### config.mk
export PLATFORM = sky130hd
export DESIGN_NAME = fsm_state_cov_monitor_flat
export DESIGN_NICKNAME = d
export VERILOG_FILES = /design/src/rtl/fsm_state_cov_monitor_pkg.sv /design/src/rtl/fsm_state_cov_monitor_if.sv /design/src/rtl/fsm_state_cov_monitor_sat_counter.sv /design/src/rtl/fsm_state_cov_monitor.sv /design/src/flat_wrapper.sv
export SDC_FILE = /design/constraint.sdc
export NUM_CORES = 1
export LEC_CHECK = 0
export ABC_AREA = 1
export CAP_MARGIN = 0
export CELL_PAD_IN_SITES_DETAIL_PLACEMENT = 0
export CELL_PAD_IN_SITES_GLOBAL_PLACEMENT = 1
export CORE_MARGIN = 5
export CORE_UTILIZATION = 46
export CTS_CLUSTER_SIZE = 14
export DETAILED_ROUTE_END_ITERATION = 10
export PLACE_DENSITY_LB_ADDON = 0.1
export SYNTH_ARGS = -nofsm -noshare
export SYNTH_HDL_FRONTEND = slang
export SYNTH_SLANG_ARGS = --single-unit
### constraint.sdc
create_clock -name clk -period 2 [get_ports clk]
set_input_delay 0.6 -clock clk [delete_from_list [all_inputs] [get_ports clk]]
set_output_delay 0.6 -clock clk [all_outputs]
set_load 0.1 [all_outputs]
### src/rtl/fsm_state_cov_monitor_pkg.sv
`default_nettype none
// fsm_cov_pkg: shared types and default parameters for the FSM state-coverage monitor.
package fsm_cov_pkg;

  typedef enum logic [0:0] {
    TRK_IDLE  = 1'b0,
    TRK_TRACK = 1'b1
  } trk_state_t;

  localparam int DEF_NUM_STATES = 8;
  localparam int DEF_STATE_W    = 3;
  localparam int DEF_CNT_W      = 16;

endpackage
`default_nettype wire

### src/rtl/fsm_state_cov_monitor_if.sv
`default_nettype none
// fsm_state_cov_monitor_if: observation, read-port and status signals of the monitor.
// FSM_COV_TRANS_EN adds the trans_hit_o transition matrix.
interface fsm_state_cov_monitor_if
  import fsm_cov_pkg::*;
#(
  parameter int NUM_STATES = DEF_NUM_STATES,
  parameter int STATE_W    = DEF_STATE_W,
  parameter int CNT_W      = DEF_CNT_W
);
  localparam int IDX_W = $clog2(NUM_STATES + 1);

  logic [STATE_W-1:0]    state_i;
  logic                  sample_en_i;
  logic                  clear_i;
  logic                  rd_req_i;
  logic [IDX_W-1:0]      rd_idx_i;
  logic                  rd_valid_o;
  logic [CNT_W-1:0]      rd_data_o;
  logic [NUM_STATES-1:0] hit_mask_o;
  logic                  all_covered_o;
  logic                  illegal_o;
`ifdef FSM_COV_TRANS_EN
  logic [NUM_STATES*NUM_STATES-1:0] trans_hit_o;
`endif

  modport master (
    output state_i, sample_en_i, clear_i, rd_req_i, rd_idx_i,
    input  rd_valid_o, rd_data_o, hit_mask_o, all_covered_o, illegal_o
`ifdef FSM_COV_TRANS_EN
    , input trans_hit_o
`endif
  );

  modport slave (
    input  state_i, sample_en_i, clear_i, rd_req_i, rd_idx_i,
    output rd_valid_o, rd_data_o, hit_mask_o, all_covered_o, illegal_o
`ifdef FSM_COV_TRANS_EN
    , output trans_hit_o
`endif
  );

endinterface
`default_nettype wire

### src/rtl/fsm_state_cov_monitor_sat_counter.sv
`default_nettype none
// sat_counter: W-bit up counter that sticks at all-ones, with synchronous clear.
module sat_counter #(
  parameter int W = 16
) (
  input  logic         clk,
  input  logic         rst_n,
  input  logic         clr,
  input  logic         inc,
  output logic [W-1:0] q
);

  always_ff @(posedge clk or negedge rst_n) begin
    if (!rst_n) begin
      q <= '0;
    end else if (clr) begin
      q <= '0;
    end else if (inc && !(&q)) begin
      q <= q + 1'b1;
    end
  end

endmodule
`default_nettype wire

### src/rtl/fsm_state_cov_monitor.sv
`default_nettype none
// fsm_state_cov_monitor: passive per-state entry counter, illegal-encoding flag and coverage report.
// Optional macro FSM_COV_TRANS_EN adds a from/to transition hit matrix (trans_hit_o).
module fsm_state_cov_monitor
  import fsm_cov_pkg::*;
#(
  parameter int NUM_STATES = DEF_NUM_STATES,
  parameter int STATE_W    = DEF_STATE_W,
  parameter int CNT_W      = DEF_CNT_W
) (
  input  logic                  clk,
  input  logic                  rst_n,
  fsm_state_cov_monitor_if.slave bus
);

  localparam int               IDX_W    = $clog2(NUM_STATES + 1);
  localparam logic [STATE_W:0] NUM_ST_V = (STATE_W + 1)'(NUM_STATES);
  localparam logic [IDX_W-1:0] ILL_IDX  = IDX_W'(NUM_STATES);

  trk_state_t            trk_q, trk_d;
  logic [STATE_W-1:0]    prev_q, prev_d;
  logic                  count_evt;
  logic                  legal;
  logic                  clr;
  logic [NUM_STATES:0]   inc;
  logic [CNT_W-1:0]      cnt [NUM_STATES+1];
  logic [NUM_STATES-1:0] hit_q, hit_d;
  logic                  all_cov_q;
  logic                  illegal_q;
  logic                  rd_valid_q;
  logic [CNT_W-1:0]      rd_data_q;

  assign clr   = bus.clear_i;
  assign legal = {1'b0, bus.state_i} < NUM_ST_V;

  always_ff @(posedge clk or negedge rst_n) begin
    if (!rst_n) begin
      trk_q  <= TRK_IDLE;
      prev_q <= '0;
    end else begin
      trk_q  <= trk_d;
      prev_q <= prev_d;
    end
  end

  // Only entries count: a sample equal to the remembered state is a dwell cycle.
  always_comb begin
    trk_d     = trk_q;
    prev_d    = prev_q;
    count_evt = 1'b0;
    if (clr) begin
      trk_d = TRK_IDLE;
    end else if (bus.sample_en_i) begin
      case (trk_q)
        TRK_IDLE: begin
          count_evt = 1'b1;
          prev_d    = bus.state_i;
          trk_d     = TRK_TRACK;
        end
        TRK_TRACK: begin
          if (bus.state_i != prev_q) begin
            count_evt = 1'b1;
            prev_d    = bus.state_i;
          end
        end
        default: trk_d = TRK_IDLE;
      endcase
    end
  end

  // Slot NUM_STATES is the shared counter for every illegal encoding.
  generate
    for (genvar i = 0; i <= NUM_STATES; i++) begin : g_cnt
      if (i < NUM_STATES) begin : g_legal
        localparam logic [STATE_W-1:0] ENC = STATE_W'(i);
        assign inc[i] = count_evt && (bus.state_i == ENC);
      end else begin : g_illegal
        assign inc[i] = count_evt && !legal;
      end
      sat_counter #(.W(CNT_W)) u_cnt (
        .clk   (clk),
        .rst_n (rst_n),
        .clr   (clr),
        .inc   (inc[i]),
        .q     (cnt[i])
      );
    end
  endgenerate

  assign hit_d = hit_q | inc[NUM_STATES-1:0];

  always_ff @(posedge clk or negedge rst_n) begin
    if (!rst_n) begin
      hit_q     <= '0;
      all_cov_q <= 1'b0;
      illegal_q <= 1'b0;
    end else if (clr) begin
      hit_q     <= '0;
      all_cov_q <= 1'b0;
      illegal_q <= 1'b0;
    end else begin
      hit_q     <= hit_d;
      all_cov_q <= &hit_d;
      if (inc[NUM_STATES]) begin
        illegal_q <= 1'b1;
      end
    end
  end

  // Reads see the counters before this cycle's increment or clear takes effect.
  always_ff @(posedge clk or negedge rst_n) begin
    if (!rst_n) begin
      rd_valid_q <= 1'b0;
      rd_data_q  <= '0;
    end else begin
      rd_valid_q <= bus.rd_req_i;
      if (bus.rd_req_i) begin
        rd_data_q <= (bus.rd_idx_i <= ILL_IDX) ? cnt[bus.rd_idx_i] : '0;
      end
    end
  end

  assign bus.rd_valid_o    = rd_valid_q;
  assign bus.rd_data_o     = rd_data_q;
  assign bus.hit_mask_o    = hit_q;
  assign bus.all_covered_o = all_cov_q;
  assign bus.illegal_o     = illegal_q;

`ifdef FSM_COV_TRANS_EN
  logic [NUM_STATES*NUM_STATES-1:0] trans_q, trans_set;
  logic                             trans_evt;

  // The first sample out of IDLE has no predecessor, so it records nothing.
  assign trans_evt = count_evt && (trk_q == TRK_TRACK);

  generate
    for (genvar f = 0; f < NUM_STATES; f++) begin : g_from
      for (genvar t = 0; t < NUM_STATES; t++) begin : g_to
        localparam logic [STATE_W-1:0] F_ENC = STATE_W'(f);
        localparam logic [STATE_W-1:0] T_ENC = STATE_W'(t);
        assign trans_set[f*NUM_STATES+t] = trans_evt && (prev_q == F_ENC) && (bus.state_i == T_ENC);
      end
    end
  endgenerate

  always_ff @(posedge clk or negedge rst_n) begin
    if (!rst_n) begin
      trans_q <= '0;
    end else if (clr) begin
      trans_q <= '0;
    end else begin
      trans_q <= trans_q | trans_set;
    end
  end

  assign bus.trans_hit_o = trans_q;
`endif

endmodule
`default_nettype wire

### src/flat_wrapper.sv
// flat-port wrapper written by rule: the top's interface ports become plain ports
module fsm_state_cov_monitor_flat import fsm_cov_pkg::*;
#(
  parameter int NUM_STATES = DEF_NUM_STATES,
  parameter int STATE_W    = DEF_STATE_W,
  parameter int CNT_W      = DEF_CNT_W
)
  (clk, rst_n, bus_state_i, bus_sample_en_i, bus_clear_i, bus_rd_req_i, bus_rd_idx_i, bus_rd_valid_o, bus_rd_data_o, bus_hit_mask_o, bus_all_covered_o, bus_illegal_o);
  fsm_state_cov_monitor_if #(.NUM_STATES(NUM_STATES), .STATE_W(STATE_W), .CNT_W(CNT_W)) bus_i ();
  input  logic clk;
  input  logic rst_n;
  input wire logic [$bits(bus_i.state_i)-1:0] bus_state_i;
  input wire logic [$bits(bus_i.sample_en_i)-1:0] bus_sample_en_i;
  input wire logic [$bits(bus_i.clear_i)-1:0] bus_clear_i;
  input wire logic [$bits(bus_i.rd_req_i)-1:0] bus_rd_req_i;
  input wire logic [$bits(bus_i.rd_idx_i)-1:0] bus_rd_idx_i;
  output wire logic [$bits(bus_i.rd_valid_o)-1:0] bus_rd_valid_o;
  output wire logic [$bits(bus_i.rd_data_o)-1:0] bus_rd_data_o;
  output wire logic [$bits(bus_i.hit_mask_o)-1:0] bus_hit_mask_o;
  output wire logic [$bits(bus_i.all_covered_o)-1:0] bus_all_covered_o;
  output wire logic [$bits(bus_i.illegal_o)-1:0] bus_illegal_o;
  assign bus_i.state_i = bus_state_i;
  assign bus_i.sample_en_i = bus_sample_en_i;
  assign bus_i.clear_i = bus_clear_i;
  assign bus_i.rd_req_i = bus_rd_req_i;
  assign bus_i.rd_idx_i = bus_rd_idx_i;
  assign bus_rd_valid_o = bus_i.rd_valid_o;
  assign bus_rd_data_o = bus_i.rd_data_o;
  assign bus_hit_mask_o = bus_i.hit_mask_o;
  assign bus_all_covered_o = bus_i.all_covered_o;
  assign bus_illegal_o = bus_i.illegal_o;
  fsm_state_cov_monitor #(.NUM_STATES(NUM_STATES), .STATE_W(STATE_W), .CNT_W(CNT_W)) u_core (.clk(clk), .rst_n(rst_n), .bus(bus_i));
endmodule
==> summary.txt <==
Placement
  • Detailed placer's ending HPWL: 22500 um
  • RePlAce Congestion: 0.901
  • Dpl ws: -0.444 ns
  • Port bufs: 37
  • Placed inst area: approximately 0.012 mm2
  • Placed cells: between 1500 and 2000

Route
  • Vias/cell: around 5.4
  • Antenna viol nets, final: 0
  • WL/cell: ~17 um
  • Drt initial violations: around 700
  • Residual DRC: 0
  • Total number of vias: between 9000 and 10000
  • Final WL: between 30000 and 40000 um
  • DRT Pass-1 Iters: 5

Yosys
  • Syn Inst Count: approximately 1400
  • Count of different cell masters after synthesis: 33
  • Synthesized net count: between 1000 and 1500
  • Asr flop ratio synth: 100%
  • Post-Syn Area: slightly above 0.01 mm2
  • Leading area contributor after synthesis: dfrtp_1
  • Flops & latches, synth: between 150 and 200
  • Commonest cells post-synth: nand2_1, nand3_1, dfrtp_1, nor2_1, inv_1
  • Dominant synthesized flop cell: dfrtp_1
  • Most common cell in the netlist: nand2_1
  • Post-synthesis sequential area ratio: between 30 and 40%
  • Syn_area_per_cell: 7.11 um2
  • Top cells by area, synth: dfrtp_1, nand2_1, nand3_1
  • Ys Warns: 0
  • Top cell type's share of synthesized area: 38.9%
  • Post-synth EDFFs: 0

Critical path
  • CP max FO: 7
  • Endpoint class of the critical path: flop
  • WP data arrival: around 2.3 ns
  • Worst Setup Start Kind: input port
  • Worst path cell trace: clkdlybuf4s50_1, buf_4, nor3_2, nand3_4, nor2_4, buf_6, nand3_1, nand2_1, nor2_1
  • CP required: about 2.3 ns
  • Worst Path Class, Setup: in -> reg
  • CP max stage cell: clkdlybuf4s50_1
  • Worst path max stage delay: a little under 0.5 ns

Final layout
  • Multi-input gate area: ~0.0056 mm2
  • Final #Nets: ~1600
  • Antenna Cells: 0
  • Fraction of layout cells with a size suffix above 1: between 10 and 15%
  • Post-route cell area: 0.0125 mm2
  • Area growth from synthesis to layout: 23.1%
  • Reg area: approximately 0.0040 mm2
  • Util after Layout: a little under three fifths
  • Fill cell count: roughly 2100
  • Non-Filler Instances: 1826

STA
  • Fin crit share: 98.1%
  • Final setup fails: 0
  • RSZ-0062 raised after global routing: yes
  • Setup WS post-layout: ~0.037 ns
  • Max-slew violations: 0
  • Clock skew: between 0.009 and 0.01 ns
  • Max-Slew Margin vs Limit: between 50% and 60%
  • Max Freq: around 510 MHz
  • Final hold vios: 0
  • Crit path time final: roughly 2 ns
  • Worst slew pin tran: around 0.61 ns

Global routing
  • Global-route wire length before repair: about 50000 um
  • Initial antenna violation count: 0
  • Largest net degree at the start of global routing: 71
  • Number of global-route vias before repair: 9188
  • Total GRT Usage: about 25%
  • Grt total ovfl: 0

Outcome
  • Status: finished clean

Clock network
  • CTS Buffer Depth: 2
  • Clk root buf: clkbuf_16
  • TritonCTS clock tree: yes
  • Worst skew pair latency: about 0.44 ns
  • H-Tree Depth: 4
  • Clock sink count: about 160
  • Worst-path clk slew: ~0.070 ns
  • CTS buffer count: 17

Run
  • Max-cap viol count: 0

Power and ir drop
  • Power density over the cells: slightly above 600 mW/mm2
  • Peak VDD IR: approximately 0.00054 V
  • Total chip power: 7.72 mW
  • Leak: between 5 and 6 nW

Floorplan
  • Die Y: around 160 um
  • Area of the die: between 0.02 and 0.03 mm2
  • Die Wd: 159 um
  • I/O pin count: 39
  • Initial Util: roughly 47%
  • Number of cell rows: 54
  • Core area: 0.0218 mm2

Worst hold path
  • Min-Delay Path Class: reg -> reg
logic make-up after synthesis:
kind of cell,count (synthesis),synth area share (%)
xor+xnor,46,3.96
flops,158,38.9
fa+ha+maj,8,0.984
buf+inv,160,6.62
other cells,1,0.0369
simple gates,855,38.6
compound gates,203,11.0
worst max-delay path, delay by kind of cell:
family / cells / cell delay (ns)
buf+inv: 3 / 0.84
simple gates: 6 / 0.86
power breakdown:
part | total [mW] | internal (mW) | leakage (nW) | switching (mW)
logic | 1.07 | 0.356 | 3.21 | 0.709
clock network | 3.36 | 1.86 | 0.291 | 1.50
registers | 3.29 | 3.24 | 2.18 | 0.0544
total | 7.72 | 5.46 | 5.69 | 2.26
layout by cell type (no fill, tap or decap), types with 2 or more instances in the layout:
cell type	count
nand4_1	39
inv_1	94
inv_2	4
ha_1	8
nand2_1	405
o21ai_1	10
nor2_2	11
o221ai_1	10
clkdlybuf4s50_1	7
nor2_8	4
nand3_2	6
buf_4	83
nand3b_1	31
nand3_4	3
nor2_4	11
o211ai_1	9
a21oi_1	85
a21oi_4	3
nor2_1	139
o21ai_0	83
dfrtp_1	158
xor2_1	45
buf_2	2
bufinv_16	2
o22ai_1	2
nor3_2	8
clkbuf_16	18
nand3_1	165
buf_6	3
buf_12	42
inv_6	6
clkinv_2	4
inv_4	2
nor3_1	33
timing repair:
item	4_1_cts	5_1_grt
gates resized for setup	0	18
hold endpoints to repair	3	0
buffers inserted	0	7
endpoints found under the setup margin	0	82
hold buffers	1	0
flip-flops by register name, summed over array words and instances (netlist names):
register,flops
u_core.g_cnt.u_cnt.q,128
u_core.bus.rd_data_o,16
u_core.bus.hit_mask_o,8
u_core.prev_q,3
u_core.bus.all_covered_o,1
u_core.bus.rd_valid_o,1
u_core.trk_q,1
final timing paths:
path | slack [ns] | startpoint | cells after the start | to
max | 0.04 | bus_state_i[2] | 9 | u_core.g_cnt[1].u_cnt.q[2]
min | 0.48 | u_core.g_cnt[5].u_cnt.q[15] | 2 | u_core.g_cnt[5].u_cnt.q[15]
max reg2reg | 0.11 | u_core.g_cnt[5].u_cnt.q[1] | 11 | u_core.g_cnt[5].u_cnt.q[7]
min reg2reg | 0.48 | u_core.g_cnt[5].u_cnt.q[15] | 2 | u_core.g_cnt[5].u_cnt.q[15]
max in group asynchronous | 0.84 | rst_n | 3 | u_core.g_cnt[3].u_cnt.q[1]
min in group asynchronous | 0.51 | rst_n | 2 | u_core.g_cnt[5].u_cnt.q[8]
per-layer routing:
metal	up-vias	global-route usage, %	wire [um]
li1	4973	-	-
met1	4627	38.0	15300
met2	217	37.3	13300
met3	36	3.75	1340
met4	0	6.82	575
met5	-	0	0
metrics by stage:
step | hold WS, ns | TNS [ns]
after floorplan | 0.304 | 0
after global placement | 0.403 | -47.23
after detailed placement | 0.403 | -50.88
after CTS | 0.480 | 0
after global routing | 0.500 | -0.140
final | 0.479 | 0
final cells by class:
cell class / instances / area share, %
multi-input cells: 1115 / 44.9
well taps: 280 / 2.80
clock inverters: 15 / 1.28
clock buffers: 17 / 3.40
inverters: 101 / 3.07
repair buffers: 140 / 13.0
flip-flops and latches: 158 / 31.6
Power figures use the tool's default switching activity.
